## config.mk

```make
export PLATFORM = sky130hd
export DESIGN_NAME = mul_issue_scheduler_flat
export DESIGN_NICKNAME = d
export VERILOG_FILES = /design/src/rtl/mul_issue_scheduler_pkg.sv /design/src/rtl/mul_issue_scheduler_if.sv /design/src/rtl/mul_issue_scheduler_shadow_pipe.sv /design/src/rtl/mul_issue_scheduler.sv /design/src/flat_wrapper.sv
export SDC_FILE = /design/constraint.sdc
export NUM_CORES = 1
export LEC_CHECK = 0
export ABC_AREA = 1
export BUFFER_PORTS_ARGS = -buffer_cell sky130_fd_sc_hd__clkbuf_2
export CORE_MARGIN = 2
export CORE_UTILIZATION = 62
export CTS_CLUSTER_DIAMETER = 30
export DETAILED_ROUTE_END_ITERATION = 8
export HOLD_SLACK_MARGIN = 0.05
export PLACE_DENSITY = 0.95
export SLEW_MARGIN = 30
export SYNTH_ARGS = -nofsm -noshare
export SYNTH_HDL_FRONTEND = slang
export SYNTH_SLANG_ARGS = --single-unit
```

## constraint.sdc

```tcl
create_clock -name clk -period 5.6 [get_ports clk]
set_input_delay 0.56 -clock clk [delete_from_list [all_inputs] [get_ports clk]]
set_output_delay 0.56 -clock clk [all_outputs]
set_load 0.05 [all_outputs]
```

## src/rtl/mul_issue_scheduler_pkg.sv

```systemverilog
// Shared definitions for the multiplier issue scheduler.
// Provides default geometry (register address width, unit latencies) and the
// shadow-pipeline entry type {valid, rd} used to track in-flight multiplies.
package mul_issue_scheduler_pkg;

    localparam int unsigned MIS_REG_ADDR_W  = 5;
    localparam int unsigned MIS_MUL_LATENCY = 3;
    localparam int unsigned MIS_ALU_LATENCY = 1;
    localparam int unsigned MIS_PERF_W      = 32;

    // One in-flight multiply: valid only when it will actually write a non-x0 register.
    typedef struct packed {
        logic                      valid;
        logic [MIS_REG_ADDR_W-1:0] rd;
    } shadow_entry_t;

endpackage

```

## src/rtl/mul_issue_scheduler_if.sv

```systemverilog
// Decode/issue handshake bundle between the decode stage (master) and the
// multiplier issue scheduler (slave).
//   issue_*      : instruction presented by decode (valid, unit select, rd, rs1, rs2)
//   issue_ready  : scheduler accepts the presented instruction this cycle
//   mul_fire     : multiplier launch strobe
//   alu_fire     : ALU launch strobe
interface mul_issue_scheduler_if #(
    parameter int unsigned REG_ADDR_W = 5
);
    logic                  issue_valid;
    logic                  issue_is_mul;
    logic                  issue_rd_en;
    logic [REG_ADDR_W-1:0] issue_rd_addr;
    logic                  issue_rs1_used;
    logic [REG_ADDR_W-1:0] issue_rs1_addr;
    logic                  issue_rs2_used;
    logic [REG_ADDR_W-1:0] issue_rs2_addr;
    logic                  issue_ready;
    logic                  mul_fire;
    logic                  alu_fire;

    modport master (
        output issue_valid, issue_is_mul, issue_rd_en, issue_rd_addr,
               issue_rs1_used, issue_rs1_addr, issue_rs2_used, issue_rs2_addr,
        input  issue_ready, mul_fire, alu_fire
    );

    modport slave (
        input  issue_valid, issue_is_mul, issue_rd_en, issue_rd_addr,
               issue_rs1_used, issue_rs1_addr, issue_rs2_used, issue_rs2_addr,
        output issue_ready, mul_fire, alu_fire
    );
endinterface

```

## src/rtl/mul_issue_scheduler_shadow_pipe.sv

```systemverilog
// Shadow pipeline mirroring the multiplier: one {valid, rd} entry per stage.
// Index 0 is stage 1 (just issued), index MUL_LATENCY-1 is the writeback stage.
// Ports:
//   clk, rst_n           : clock, asynchronous active-low reset (clears all entries)
//   advance              : shift when high, hold all stages when low
//   entry_in             : entry captured into stage 1 on advance
//   rs1/rs2/rd_addr      : addresses compared against every stage
//   stage_valid          : per-stage valid bits
//   rs1/rs2/rd_hit       : per-stage valid & address-match vectors
module mul_shadow_pipe
    import mul_issue_scheduler_pkg::*;
#(
    parameter int unsigned MUL_LATENCY = MIS_MUL_LATENCY
) (
    input  logic                      clk,
    input  logic                      rst_n,
    input  logic                      advance,
    input  shadow_entry_t             entry_in,
    input  logic [MIS_REG_ADDR_W-1:0] rs1_addr,
    input  logic [MIS_REG_ADDR_W-1:0] rs2_addr,
    input  logic [MIS_REG_ADDR_W-1:0] rd_addr,
    output logic [MUL_LATENCY-1:0]    stage_valid,
    output logic [MUL_LATENCY-1:0]    rs1_hit,
    output logic [MUL_LATENCY-1:0]    rs2_hit,
    output logic [MUL_LATENCY-1:0]    rd_hit
);

    shadow_entry_t [MUL_LATENCY-1:0] entry_q;

    always_ff @(posedge clk or negedge rst_n) begin
        if (!rst_n) begin
            entry_q <= '0;
        end else if (advance) begin
            entry_q[0] <= entry_in;
            for (int k = 1; k < MUL_LATENCY; k++) begin
                entry_q[k] <= entry_q[k-1];
            end
        end
    end

    always_comb begin
        stage_valid = '0;
        rs1_hit     = '0;
        rs2_hit     = '0;
        rd_hit      = '0;
        for (int k = 0; k < MUL_LATENCY; k++) begin
            stage_valid[k] = entry_q[k].valid;
            rs1_hit[k]     = entry_q[k].valid && (entry_q[k].rd == rs1_addr);
            rs2_hit[k]     = entry_q[k].valid && (entry_q[k].rd == rs2_addr);
            rd_hit[k]      = entry_q[k].valid && (entry_q[k].rd == rd_addr);
        end
    end

endmodule

```

## src/rtl/mul_issue_scheduler.sv

```systemverilog
// Issue-side controller for the pipelined multiplier.
// Tracks in-flight multiplies, stalls decode on RAW/WAW hazards against pending
// mul results and on register-file write-port conflicts between ALU and mul.
// Ports:
//   clk, rst_n     : clock, asynchronous active-low reset
//   ext_stall      : downstream freeze; holds shadow pipe and counters
//   issue          : decode handshake (slave side)
//   mul_stall      : multiplier stall input (mirrors ext_stall)
//   wb_sel_mul     : write port owned by the multiplier result this cycle
//   inflight_cnt   : number of valid shadow stages
//   hazard_cycles  : saturating count of hazard-stalled issue cycles
// Entry widths come from the package; REG_ADDR_W must match MIS_REG_ADDR_W.
module mul_issue_scheduler
    import mul_issue_scheduler_pkg::*;
#(
    parameter int unsigned MUL_LATENCY = MIS_MUL_LATENCY,
    parameter int unsigned ALU_LATENCY = MIS_ALU_LATENCY,
    parameter int unsigned REG_ADDR_W  = MIS_REG_ADDR_W,
    parameter int unsigned PERF_W      = MIS_PERF_W,
    localparam int unsigned CNT_W      = $clog2(MUL_LATENCY + 1)
) (
    input  logic                    clk,
    input  logic                    rst_n,
    input  logic                    ext_stall,
    mul_issue_scheduler_if.slave    issue,
    output logic                    mul_stall,
    output logic                    wb_sel_mul,
    output logic [CNT_W-1:0]        inflight_cnt,
    output logic [PERF_W-1:0]       hazard_cycles
);

    localparam int unsigned PortStage = MUL_LATENCY - ALU_LATENCY - 1;
    localparam int unsigned WbStage   = MUL_LATENCY - 1;

    logic [REG_ADDR_W-1:0]  rd_addr;
    logic                   eff_rd_en;
    logic [MUL_LATENCY-1:0] stage_valid, rs1_hit, rs2_hit, rd_hit;
    logic                   raw_hazard, waw_hazard, port_hazard, hazard;
    logic                   mul_enter, mul_exit;
    shadow_entry_t          entry_in;
    logic [CNT_W-1:0]       inflight_q;
    logic [PERF_W-1:0]      hazard_q;

    assign rd_addr   = issue.issue_rd_addr;
    // x0 is hard-wired zero: never tracked, never a hazard source.
    assign eff_rd_en = issue.issue_rd_en && (rd_addr != '0);

    always_comb begin
        entry_in.valid = issue.mul_fire && eff_rd_en;
        entry_in.rd    = rd_addr;
    end

    mul_shadow_pipe #(
        .MUL_LATENCY (MUL_LATENCY)
    ) u_shadow_pipe (
        .clk         (clk),
        .rst_n       (rst_n),
        .advance     (!ext_stall),
        .entry_in    (entry_in),
        .rs1_addr    (issue.issue_rs1_addr),
        .rs2_addr    (issue.issue_rs2_addr),
        .rd_addr     (rd_addr),
        .stage_valid (stage_valid),
        .rs1_hit     (rs1_hit),
        .rs2_hit     (rs2_hit),
        .rd_hit      (rd_hit)
    );

    // No bypass from the mul result: every pending stage blocks a reader.
    assign raw_hazard  = (issue.issue_rs1_used && |rs1_hit) || (issue.issue_rs2_used && |rs2_hit);
    assign waw_hazard  = eff_rd_en && |rd_hit;
    // An ALU op issued now would write back in the same cycle as the mul in this stage.
    assign port_hazard = !issue.issue_is_mul && eff_rd_en && stage_valid[PortStage];
    assign hazard      = raw_hazard || waw_hazard || port_hazard;

    assign issue.issue_ready = !ext_stall && !hazard;
    assign issue.mul_fire    = issue.issue_valid && issue.issue_ready && issue.issue_is_mul;
    assign issue.alu_fire    = issue.issue_valid && issue.issue_ready && !issue.issue_is_mul;

    assign mul_stall  = ext_stall;
    assign wb_sel_mul = stage_valid[WbStage] && !ext_stall;

    assign mul_enter = entry_in.valid;
    assign mul_exit  = stage_valid[WbStage];

    always_ff @(posedge clk or negedge rst_n) begin
        if (!rst_n) begin
            inflight_q <= '0;
            hazard_q   <= '0;
        end else begin
            if (!ext_stall) begin
                unique case ({mul_enter, mul_exit})
                    2'b10:   inflight_q <= inflight_q + 1'b1;
                    2'b01:   inflight_q <= inflight_q - 1'b1;
                    default: inflight_q <= inflight_q;
                endcase
            end
            if (issue.issue_valid && !ext_stall && hazard && !(&hazard_q)) begin
                hazard_q <= hazard_q + 1'b1;
            end
        end
    end

    assign inflight_cnt  = inflight_q;
    assign hazard_cycles = hazard_q;

endmodule

```

## src/flat_wrapper.sv

```systemverilog
// flat-port wrapper written by rule: the top's interface ports become plain ports
module mul_issue_scheduler_flat import mul_issue_scheduler_pkg::*;
#(
    parameter int unsigned MUL_LATENCY = MIS_MUL_LATENCY,
    parameter int unsigned ALU_LATENCY = MIS_ALU_LATENCY,
    parameter int unsigned REG_ADDR_W  = MIS_REG_ADDR_W,
    parameter int unsigned PERF_W      = MIS_PERF_W,
    localparam int unsigned CNT_W      = $clog2(MUL_LATENCY + 1)
)
  (clk, rst_n, ext_stall, mul_stall, wb_sel_mul, inflight_cnt, hazard_cycles, issue_issue_valid, issue_issue_is_mul, issue_issue_rd_en, issue_issue_rd_addr, issue_issue_rs1_used, issue_issue_rs1_addr, issue_issue_rs2_used, issue_issue_rs2_addr, issue_issue_ready, issue_mul_fire, issue_alu_fire);
  mul_issue_scheduler_if #(.REG_ADDR_W(REG_ADDR_W)) issue_i ();
  input  logic clk;
  input  logic rst_n;
  input  logic ext_stall;
  output logic mul_stall;
  output logic wb_sel_mul;
  output logic [CNT_W-1:0] inflight_cnt;
  output logic [PERF_W-1:0] hazard_cycles;
  input wire logic [$bits(issue_i.issue_valid)-1:0] issue_issue_valid;
  input wire logic [$bits(issue_i.issue_is_mul)-1:0] issue_issue_is_mul;
  input wire logic [$bits(issue_i.issue_rd_en)-1:0] issue_issue_rd_en;
  input wire logic [$bits(issue_i.issue_rd_addr)-1:0] issue_issue_rd_addr;
  input wire logic [$bits(issue_i.issue_rs1_used)-1:0] issue_issue_rs1_used;
  input wire logic [$bits(issue_i.issue_rs1_addr)-1:0] issue_issue_rs1_addr;
  input wire logic [$bits(issue_i.issue_rs2_used)-1:0] issue_issue_rs2_used;
  input wire logic [$bits(issue_i.issue_rs2_addr)-1:0] issue_issue_rs2_addr;
  output wire logic [$bits(issue_i.issue_ready)-1:0] issue_issue_ready;
  output wire logic [$bits(issue_i.mul_fire)-1:0] issue_mul_fire;
  output wire logic [$bits(issue_i.alu_fire)-1:0] issue_alu_fire;
  assign issue_i.issue_valid = issue_issue_valid;
  assign issue_i.issue_is_mul = issue_issue_is_mul;
  assign issue_i.issue_rd_en = issue_issue_rd_en;
  assign issue_i.issue_rd_addr = issue_issue_rd_addr;
  assign issue_i.issue_rs1_used = issue_issue_rs1_used;
  assign issue_i.issue_rs1_addr = issue_issue_rs1_addr;
  assign issue_i.issue_rs2_used = issue_issue_rs2_used;
  assign issue_i.issue_rs2_addr = issue_issue_rs2_addr;
  assign issue_issue_ready = issue_i.issue_ready;
  assign issue_mul_fire = issue_i.mul_fire;
  assign issue_alu_fire = issue_i.alu_fire;
  mul_issue_scheduler #(.MUL_LATENCY(MUL_LATENCY), .ALU_LATENCY(ALU_LATENCY), .REG_ADDR_W(REG_ADDR_W), .PERF_W(PERF_W)) u_core (.clk(clk), .rst_n(rst_n), .ext_stall(ext_stall), .issue(issue_i), .mul_stall(mul_stall), .wb_sel_mul(wb_sel_mul), .inflight_cnt(inflight_cnt), .hazard_cycles(hazard_cycles));
endmodule
```

* Yosys cells after proc, flatten, opt, wreduce, memory -nomap -nowiden
Index checks and enable logic that the tools add are counted.
Widths: inputs -> output; s select.
** Operators by class
- Add/sub/neg operators :: 3
- Equal/unequal tests :: 11
- Multiplexer cells :: 1
- Bitwise gates (word level) :: 1
- Reductions and logical operators :: 38
** Operators with widths (number)
- $eq 5x5->1 :: 9
- $add 32x1->32 const B :: 1
- $reduce_and 32->1 :: 1
- $logic_and 1x1->1 :: 24
- $reduce_or 3->1 :: 3
- $reduce_bool 5->1 :: 1
- $logic_not 1->1 :: 4
- $pmux 2 s2 :: 1
- $logic_or 1x1->1 :: 3
- $add 2x1->2 const B :: 1
- $eq 2x1->1 const B :: 1
- $eq 2x2->1 const B :: 1
- $reduce_and 2->1 :: 1
- $reduce_bool 2->1 :: 1
- $sub 2x1->2 const B :: 1
- $not 1->1 :: 1
** Word-level totals
- Register bits :: 52

* Longest topological paths before layout
Gate-level depths: netlist of run 1.
- Word-level depth :: 15
- Depth in mapped cells :: 14
- Mapped depth without buffers :: 14

* Hierarchy
Synthesis of run 1 repeated with hierarchy kept, for this count alone.
** Second synthesis, totals
- Cells, all modules :: 637
- Area total of the unflattened synthesis :: 3852.4 um^2
** By module, submodules not included
- mul_issue_scheduler :: times used 1, cells an instance 384, area each 2436.1 um^2, sequential area each 850.8 um^2
- mul_shadow_pipe :: times used 1, cells an instance 253, area each 1416.4 um^2, sequential area each 450.4 um^2

* Worst setup path after synthesis of run 1
OpenSTA, ideal clock, no wires.
- Path type :: input-to-output
- Start :: in issue_issue_rd_addr[1]
- End :: out issue_issue_ready
- Arrival time :: 2.093 ns
- Required time :: 5.040 ns
- Setup slack :: 2.947 ns
- Stages on the path :: 10
- Buffers on the path :: 1
- Cells stage by stage :: inv_1 -> nand2_1 -> nand2_1 -> nor2_1 -> nand3_1 -> nand2_1 -> o21ai_1 -> nand3_2 -> clkbuf_1 -> nor2_1
** On the way
- Cells in the longest elaborated chain, start to end :: 8
** Ends and longest elaborated chain
- start, declared :: RTL line flat_wrapper.sv:22 : input wire logic [$bits(issue_i.issue_rd_addr)-1:0] issue_issue_rd_addr;
- $eq 5x5->1 :: RTL line mul_issue_scheduler_shadow_pipe.sv:50 : rd_hit[k] = entry_q[k].valid && (entry_q[k].rd == rd_addr);
- $logic_and 1x1->1 :: RTL line mul_issue_scheduler_shadow_pipe.sv:50
- $reduce_or 3->1 :: RTL line mul_issue_scheduler.sv:71 : assign waw_hazard = eff_rd_en && |rd_hit;
- $logic_and 1x1->1 :: RTL line mul_issue_scheduler.sv:71
- $logic_or 1x1->1 :: RTL line mul_issue_scheduler.sv:74 : assign hazard = raw_hazard || waw_hazard || port_hazard;
- $logic_or 1x1->1 (*) :: RTL line mul_issue_scheduler.sv:74
- $logic_not 1->1 (*) :: RTL line mul_issue_scheduler.sv:76 : assign issue.issue_ready = !ext_stall && !hazard;
- $logic_and 1x1->1 (*) :: RTL line mul_issue_scheduler.sv:76
- end, declared :: RTL line flat_wrapper.sv:27 : output wire logic [$bits(issue_i.issue_ready)-1:0] issue_issue_ready;
Every way passes the cells marked *; elsewhere a longest branch is shown, timed or not.

* Worst setup path in the final report of run 1
- Start :: reg u_core.u_shadow_pipe.entry_q[14] in the netlist's numbering
- End :: out issue_issue_ready
** On the way
- Cells in the longest elaborated chain, start to end :: 9
** Ends and longest elaborated chain
- start, declared :: RTL line mul_issue_scheduler_shadow_pipe.sv:28 : shadow_entry_t [MUL_LATENCY-1:0] entry_q;
- start signal, assigned by index :: RTL line mul_issue_scheduler_shadow_pipe.sv:36 : entry_q[k] <= entry_q[k-1];
- $eq 5x5->1, on equally long branches :: RTL line mul_issue_scheduler_shadow_pipe.sv:48, mul_issue_scheduler_shadow_pipe.sv:49
- $logic_and 1x1->1, on equally long branches :: RTL line mul_issue_scheduler_shadow_pipe.sv:48, mul_issue_scheduler_shadow_pipe.sv:49
- $reduce_or 3->1 :: RTL line mul_issue_scheduler.sv:70 : assign raw_hazard = (issue.issue_rs1_used && |rs1_hit) || (issue.issue_rs2_used && |rs2_hit);
- $logic_and 1x1->1 :: RTL line mul_issue_scheduler.sv:70
- $logic_or 1x1->1 :: RTL line mul_issue_scheduler.sv:70
- $logic_or 1x1->1 (*) (2 in a row) :: RTL line mul_issue_scheduler.sv:74
- $logic_not 1->1 (*) :: RTL line mul_issue_scheduler.sv:76
- $logic_and 1x1->1 (*) :: RTL line mul_issue_scheduler.sv:76
Marked as above.

==> results of run 1 <==
kinds of logic (layout without fill, tap and decap cells):
group,Yosys count,in the layout,share of synthesized area
flops,52,52,0.3489
buf+inv,68,122,0.07648
xor+xnor,32,32,0.07514
fa+ha+maj,2,2,0.006708
simple gates,396,396,0.4505
compound gates,31,31,0.04227
placed cells by master (no fill, tap or decap), drive strengths merged:
cell type	netlist	routed
nand4	38	38
clkbuf	10	66
dfrtp	52	52
buf	7	2
ha	2	2
clkinv	0	1
o21ai	26	26
nor3	16	16
nand2	246	246
nor3b	1	1
xor2	24	24
nand3	19	19
clkinvlp	0	2
a22oi	1	1
nand3b	3	3
a21oi	4	4
nor2	73	73
inv	51	51
xnor2	8	8
area by class of cell:
class,count,share of cell area
Timing Repair Buffer,63,0.07727
Clock buffer,5,0.01660
Multi-Input combinational cell,461,0.5177
Inverter,51,0.04618
Clock inverter,3,0.005735
Sequential cell,52,0.3139
Tap cell,75,0.02264
metal layers:
layer / vias to the layer above / routed length [µm] / part of all wire
met5: - / 0 / 0
met4: 0 / 364 / 0.036
met3: 39 / 688 / 0.068
met2: 198 / 4834 / 0.48
met1: 1795 / 4286 / 0.42
li1: 1948 / - / -
state kept, by name, indices dropped and copies added, names as in the netlist:
register and count:
u_core.u_shadow_pipe.entry_q 15, u_core.hazard_cycles 32, u_core.inflight_cnt 2, u_core.u_shadow_pipe.stage_valid 3
power by group:
| group | total (mW) | internal (mW) | leakage, nW | switching (mW) |
|---|---|---|---|---|
| Sequential | 0.446 | 0.404 | 0.692 | 0.0415 |
| Clock | 0.220 | 0.0888 | 0.0404 | 0.131 |
| Combinational | 0.243 | 0.0664 | 1.52 | 0.176 |
metrics by stage:
| step | total power [mW] | hold slack (ns) | utilization | setup WS, ns | std cells |
|---|---|---|---|---|---|
| after detailed placement | 0.6936 | 0.4686 | 0.6927 | 2.696 | 702 |
| after CTS | 0.9125 | 0.3851 | 0.7085 | 2.561 | 710 |
| after floorplan | 0.6195 | 0.2644 | - | 2.947 | 581 |
| final | 0.9085 | 0.3475 | 0.7085 | 2.519 | 710 |
| after global routing | 0.9554 | 0.4160 | 0.7085 | 2.325 | 710 |
| after global placement | 0.6883 | 0.4589 | 0.6927 | 2.713 | 702 |
worst reg2reg max path: stages, from the launching register on:
cell and delay (ns):
dfrtp_1 0.42, ha_1 0.26, nand3_2 0.18, nor2_4 0.19, nand2_2 0.10, nor3_2 0.20, nand3_2 0.55, nand3_2 0.72
nand2_1 0.12, nand2_1 0.09
cell usage after synthesis, types with 3 or more instances:
cell	instances	area [µm²]
nand2_1	245	919.6
nor2_1	72	270.3
dfrtp_1	52	1301
inv_1	51	191.4
nand4_1	38	237.7
o21ai_0	24	120.1
xor2_1	24	210.2
nand3_1	15	75.07
nor3_1	14	70.07
clkbuf_1	10	37.54
xnor2_1	8	70.07
a21oi_1	4	20.02
nand3_2	4	40.04
buf_2	3	15.01
buf_6	3	33.78
nand3b_1	3	22.52
final timing paths:
check,end,slack (ns)
worst max-delay path,issue_issue_ready,2.52
worst min-delay path,u_core.u_shadow_pipe.entry_q[15],0.35
worst max register to register,u_core.hazard_cycles[8],2.71
worst min register to register,u_core.inflight_cnt[1],0.48
max in group asynchronous,u_core.hazard_cycles[19],4.81
min in group clk,u_core.inflight_cnt[1],0.48
==> results.py, run 1 <==
metrics = {
    "die": {
        "rows": 28,
        "core_area_um2": 5851,
        "io_pins": 62,
        "die_w_um": 81.56,
        "die-area_um2": 6652,
        "die_y_um": 81.56,
        "initial_core_util": 0.6375,
    },
    "route": {
        "drt_wl_total_um": 10170,
        "wl_per_cell_um": 14.33,
        "drt_pass1_iterations": 5,
        "drc": 0,
        "ant_nets": 0,
        "vias": 3980,
        "first_iter_violations": 315,
        "detail_route.vias_per_cell": 5.606,
    },
    "grt": {
        "grt_pass1_wl_um": 16680,
        "use_met1": 0.4337,
        "antenna_found_initial": 0,
        "use_met3": 0.03956,
        "busiest_layer": "met2",
        "grt_overflow": 0,
        "grtUsageMet2": 0.5320,
        "grt_use_total": 0.3227,
        "grt_pass1_vias": 3519,
        "grt_max_degree": 53,
    },
    "yosys": {
        "synth_warnings": 0,
        "async_flop_share": 1.000,
        "ys_ff_latch": 52,
        "postSynthAreaPerCell_um2": 6.420,
        "syn_area_um2": 3730,
        "yosysSeqAreaShare": 0.3489,
        "syn_inst": 581,
        "synth_cell_types": 24,
        "synthFlopType": "dfrtp_1",
        "synth_fp_nets": 606,
        "synth_edf_count": 0,
    },
    "cts": {
        "clock_sinks": 52,
        "cts_resized": 0,
        "path_clk_slew_ns": 0.11,
        "worstSkewPairLatency_ns": 0.31,
        "numCtsBuffers": 5,
        "cts.path.max_buffers": 2,
        "htreeDepth": 2,
        "postCtsHoldBufs": 0,
        "postCtsSetupRepairBufs": 0,
        "cts_root_buf": "clkbuf_8",
        "cts_tree": "yes",
    },
    "finish": {
        "seq_area_um2": 1301,
        "fin_nets": 659,
        "fillers": 531,
        "multi_input_area_um2": 2146,
        "areaGrowthSynthToFinish_pct": 11.14,
        "finalInstanceArea_um2": 4145,
        "insertedDiodeCount": 0,
        "layout-drive-gt1-share": 0.1260,
    },
    "sta": {
        "fin_worst_skew_ns": 0.01430,
        "fin_setup_tns_ns": 0,
        "slew_viol_final": 0,
        "period_minus_slack_ns": 3.081,
        "max_freq_ghz": 0.3246,
        "setup_viol_count_final": 0,
        "rsz0062_at_grt": "no",
        "worst_pin_slew_ns": 0.6958,
        "fin_crit_sh": 0.5501,
        "finalHoldViolCount": 0,
        "slew_headroom": 0.5361,
    },
    "power": {
        "cellLeakagePower_nw": 2.251,
        "peakVddDrop_mv": 0.1561,
        "p_per_area_nw_per_um2": 219.2,
    },
    "placed_design": {
        "place_area_um2": 4053,
        "hpwl_um": 7648,
        "place_congestion": 0.9687,
        "port-buffer-count": 61,
    },
    "critical_path": {
        "r2r_start": "u_core.hazard_cycles[1]",
        "worst_setup_path_start_kind": "register",
        "crit_fanout": 34,
        "critPathMostFrequentCell": "nand2_1",
        "crit_family": "simple AND/OR/NAND/NOR gates",
        "crit_required_ns": 5.04,
        "slowest_stage": "nand3_2",
        "rr_worst_depth": 9,
        "crit_start": "u_core.u_shadow_pipe.entry_q[14]",
        "cp_slowest_stage_delay_ns": 0.55,
        "critical_path_buf_inv_count": 2,
        "path_cells": "inv_1 -> nand2_1 -> nand2_1 -> nor2_1 -> nand3_1 -> nand2_1 -> o21ai_1 -> nand3_2 -> nor2_1 -> clkbuf_2",
        "endpoint_kind": "output port",
        "worst-setup-path-type": "register to output port",
        "cp.depth": 10,
        "cp.arrival_ns": 2.52,
    },
    "run": {
        "cap_violations": 0,
    },
    "min_path": {
        "worstHoldPathType": "input port to async pin",
    },
    "outcome": {
        "status": "complete, no violations",
    },
}
No activity file was read; power rests on OpenSTA's default activity.
==> run 2, diff against run 1 <==
- CORE_UTILIZATION: 62 -> 57
- PLACE_DENSITY: 0.95 -> 0.91
- clock period: 5.6 -> 3.2 ns (I/O delays scaled with it)
==> run 2 against run 1 <==
Clock-buffer cell count did not move. Global-route usage fell by 2.9 points. Sequential cell count unchanged. Critical path type unchanged. Sequential share of layout area fell by 0.21 points. First-iteration DRC count is 7.0% lower. Clock power is 83% higher. Highest routed layer unchanged. Largest cell class unchanged.
==> results.py, run 2 (synthesized netlist as in run 1, its figures left out) <==
metrics = {
    "finish": {
        "layout-drive-gt1-share": 0.1301,
        "final_cell_mix": "nand2_1 (245), nor2_1 (71), clkbuf_2 (61)",
        "finalInstanceArea_um2": 4173,
        "layout_commonest_cell": "nand2_1",
        "insertedDiodeCount": 0,
        "areaGrowthSynthToFinish_pct": 11.88,
        "largest_reg_flops": 32,
        "fin_nets": 662,
        "post-route-util": 0.6571,
        "fillers": 594,
    },
    "critical_path": {
        "path_cells": "inv_1 -> nand2_1 -> nand2_1 -> nor2_1 -> nand3_1 -> nand3_1 -> nand2_1 -> nand3_2 -> nor2_1 -> clkbuf_2",
        "crit_family": "simple AND/OR/NAND/NOR gates",
        "crit_fanout": 18,
        "slowest_stage": "dfrtp_1",
        "crit_start": "u_core.u_shadow_pipe.entry_q[1]",
        "regToRegSetupSlack_ns": 0.75,
        "cp.depth": 10,
        "worst_setup_path_start_kind": "register",
        "rr_worst_depth": 11,
        "crit_required_ns": 2.88,
        "critPathMostFrequentCell": "nand2_1",
        "crit_path_end": "issue_issue_ready",
        "r2r_start": "u_core.u_shadow_pipe.entry_q[1]",
        "cp.arrival_ns": 2.24,
        "critical_path_buf_inv_count": 2,
        "worst-setup-path-type": "register to output port",
        "endpoint_kind": "output port",
        "cp_slowest_stage_delay_ns": 0.46,
        "rr_endpoint": "u_core.hazard_cycles[23]",
    },
    "sta": {
        "fin_setup_tns_ns": 0,
        "max_freq_ghz": 0.3911,
        "rsz0062_at_grt": "no",
        "fin_worst_skew_ns": 0.01201,
        "finalHoldViolCount": 0,
        "slew_viol_final": 0,
        "fin_crit_sh": 0.7989,
        "setup_viol_count_final": 0,
        "period_minus_slack_ns": 2.557,
        "worst_pin_slew_ns": 0.8418,
        "slew_headroom": 0.4388,
    },
    "route": {
        "drt_wl_total_um": 10290,
        "first_iter_violations": 293,
        "detail_route.vias_per_cell": 5.611,
        "vias": 4012,
        "ant_nets": 0,
        "drt_pass1_iterations": 5,
        "drc": 0,
        "wl_per_cell_um": 14.39,
    },
    "die": {
        "die_y_um": 84.89,
        "initial_core_util": 0.5874,
        "io_pins": 62,
        "die_w_um": 84.89,
        "die-area_um2": 7206,
        "core_area_um2": 6350,
        "rows": 29,
    },
    "placed_design": {
        "place_congestion": 0.9782,
        "port-buffer-count": 61,
        "place_area_um2": 4078,
        "hpwl_um": 7791,
    },
    "cts": {
        "htreeDepth": 2,
        "cts_resized": 0,
        "worstSkewPairLatency_ns": 0.31,
        "clock_sinks": 52,
        "path_clk_slew_ns": 0.11,
        "postCtsHoldBufs": 0,
        "numCtsBuffers": 5,
        "cts_root_buf": "clkbuf_8",
        "cts_tree": "yes",
        "postCtsSetupRepairBufs": 0,
        "cts.path.max_buffers": 2,
    },
    "power": {
        "cellLeakagePower_nw": 2.274,
        "power_mw": 1.611,
        "peakVddDrop_mv": 0.3325,
        "p_per_area_nw_per_um2": 386.1,
    },
    "outcome": {
        "status": "complete, no violations",
    },
    "grt": {
        "grt_max_degree": 40,
        "antenna_found_initial": 0,
        "grt_overflow": 0,
        "grt_pass1_vias": 3694,
        "grt_use_total": 0.2935,
        "grt_pass1_wl_um": 17230,
    },
    "run": {
        "cap_violations": 0,
    },
    "min_path": {
        "worstHoldPathType": "input port to async pin",
    },
}
==> run 2: cell types whose count changed in the layout (fill, tap and decap cells not counted), sizes merged <==
cell      change
clkinvlp      -2
buf           +3
inv           +2
==> run 2: per-layer routing <==
metal	up-vias	routed length, µm	global-route usage	share of wire
met3	21	612	0.04086	0.059
met2	185	5015	0.4968	0.49
li1	1951	-	-	-
met5	-	0	0	0
met4	0	224	0.1025	0.022
met1	1855	4433	0.3882	0.43
==> run 2: worst min path at each step <==
stage	start	slack (ns)	cells after the start	endpoint
2_1_floorplan	rst_n	0.02	0	u_core.hazard_cycles[0]
3_3_place_gp	rst_n	0.46	1	u_core.u_shadow_pipe.entry_q[9]
3_5_place_dp	rst_n	0.46	1	u_core.u_shadow_pipe.entry_q[15]
4_1_cts	rst_n	0.12	1	u_core.u_shadow_pipe.entry_q[15]
5_1_grt	rst_n	0.15	1	u_core.u_shadow_pipe.entry_q[15]
6_report	rst_n	0.08	1	u_core.u_shadow_pipe.entry_q[15]
==> run 2: area by class of cell <==
class,instances,area [µm²],area share
Clock inverter,3,26.28,0.006297
Timing Repair Buffer,66,342.8,0.08216
Sequential cell,52,1301,0.3118
Tap cell,77,96.34,0.02309
Inverter,51,191.4,0.04588
Clock buffer,5,68.82,0.01649
Multi-Input combinational cell,461,2146,0.5142
==> run 2: worst register-to-register path, delay by kind of cell (launching register included) <==
kind	cells	cell delay (ns)
simple gates	10	1.78
flops	1	0.45
buf+inv	1	0.12
==> run 2: power breakdown <==
group | switching (mW) | internal, mW
Clock | 0.241 | 0.162
Sequential | 0.0712 | 0.708
Combinational | 0.311 | 0.119
Total | 0.623 | 0.988
==> run 2: through the flow <==
stage                     hold WS (ns)  worst slack [ns]  std cells
final                          0.08303            0.6434        715
after global placement          0.4586            0.8976        707
after floorplan                0.02441            0.9748        581
after global routing            0.1514            0.4504        715
after detailed placement        0.4604            0.7954        707
after CTS                       0.1187            0.6817        715
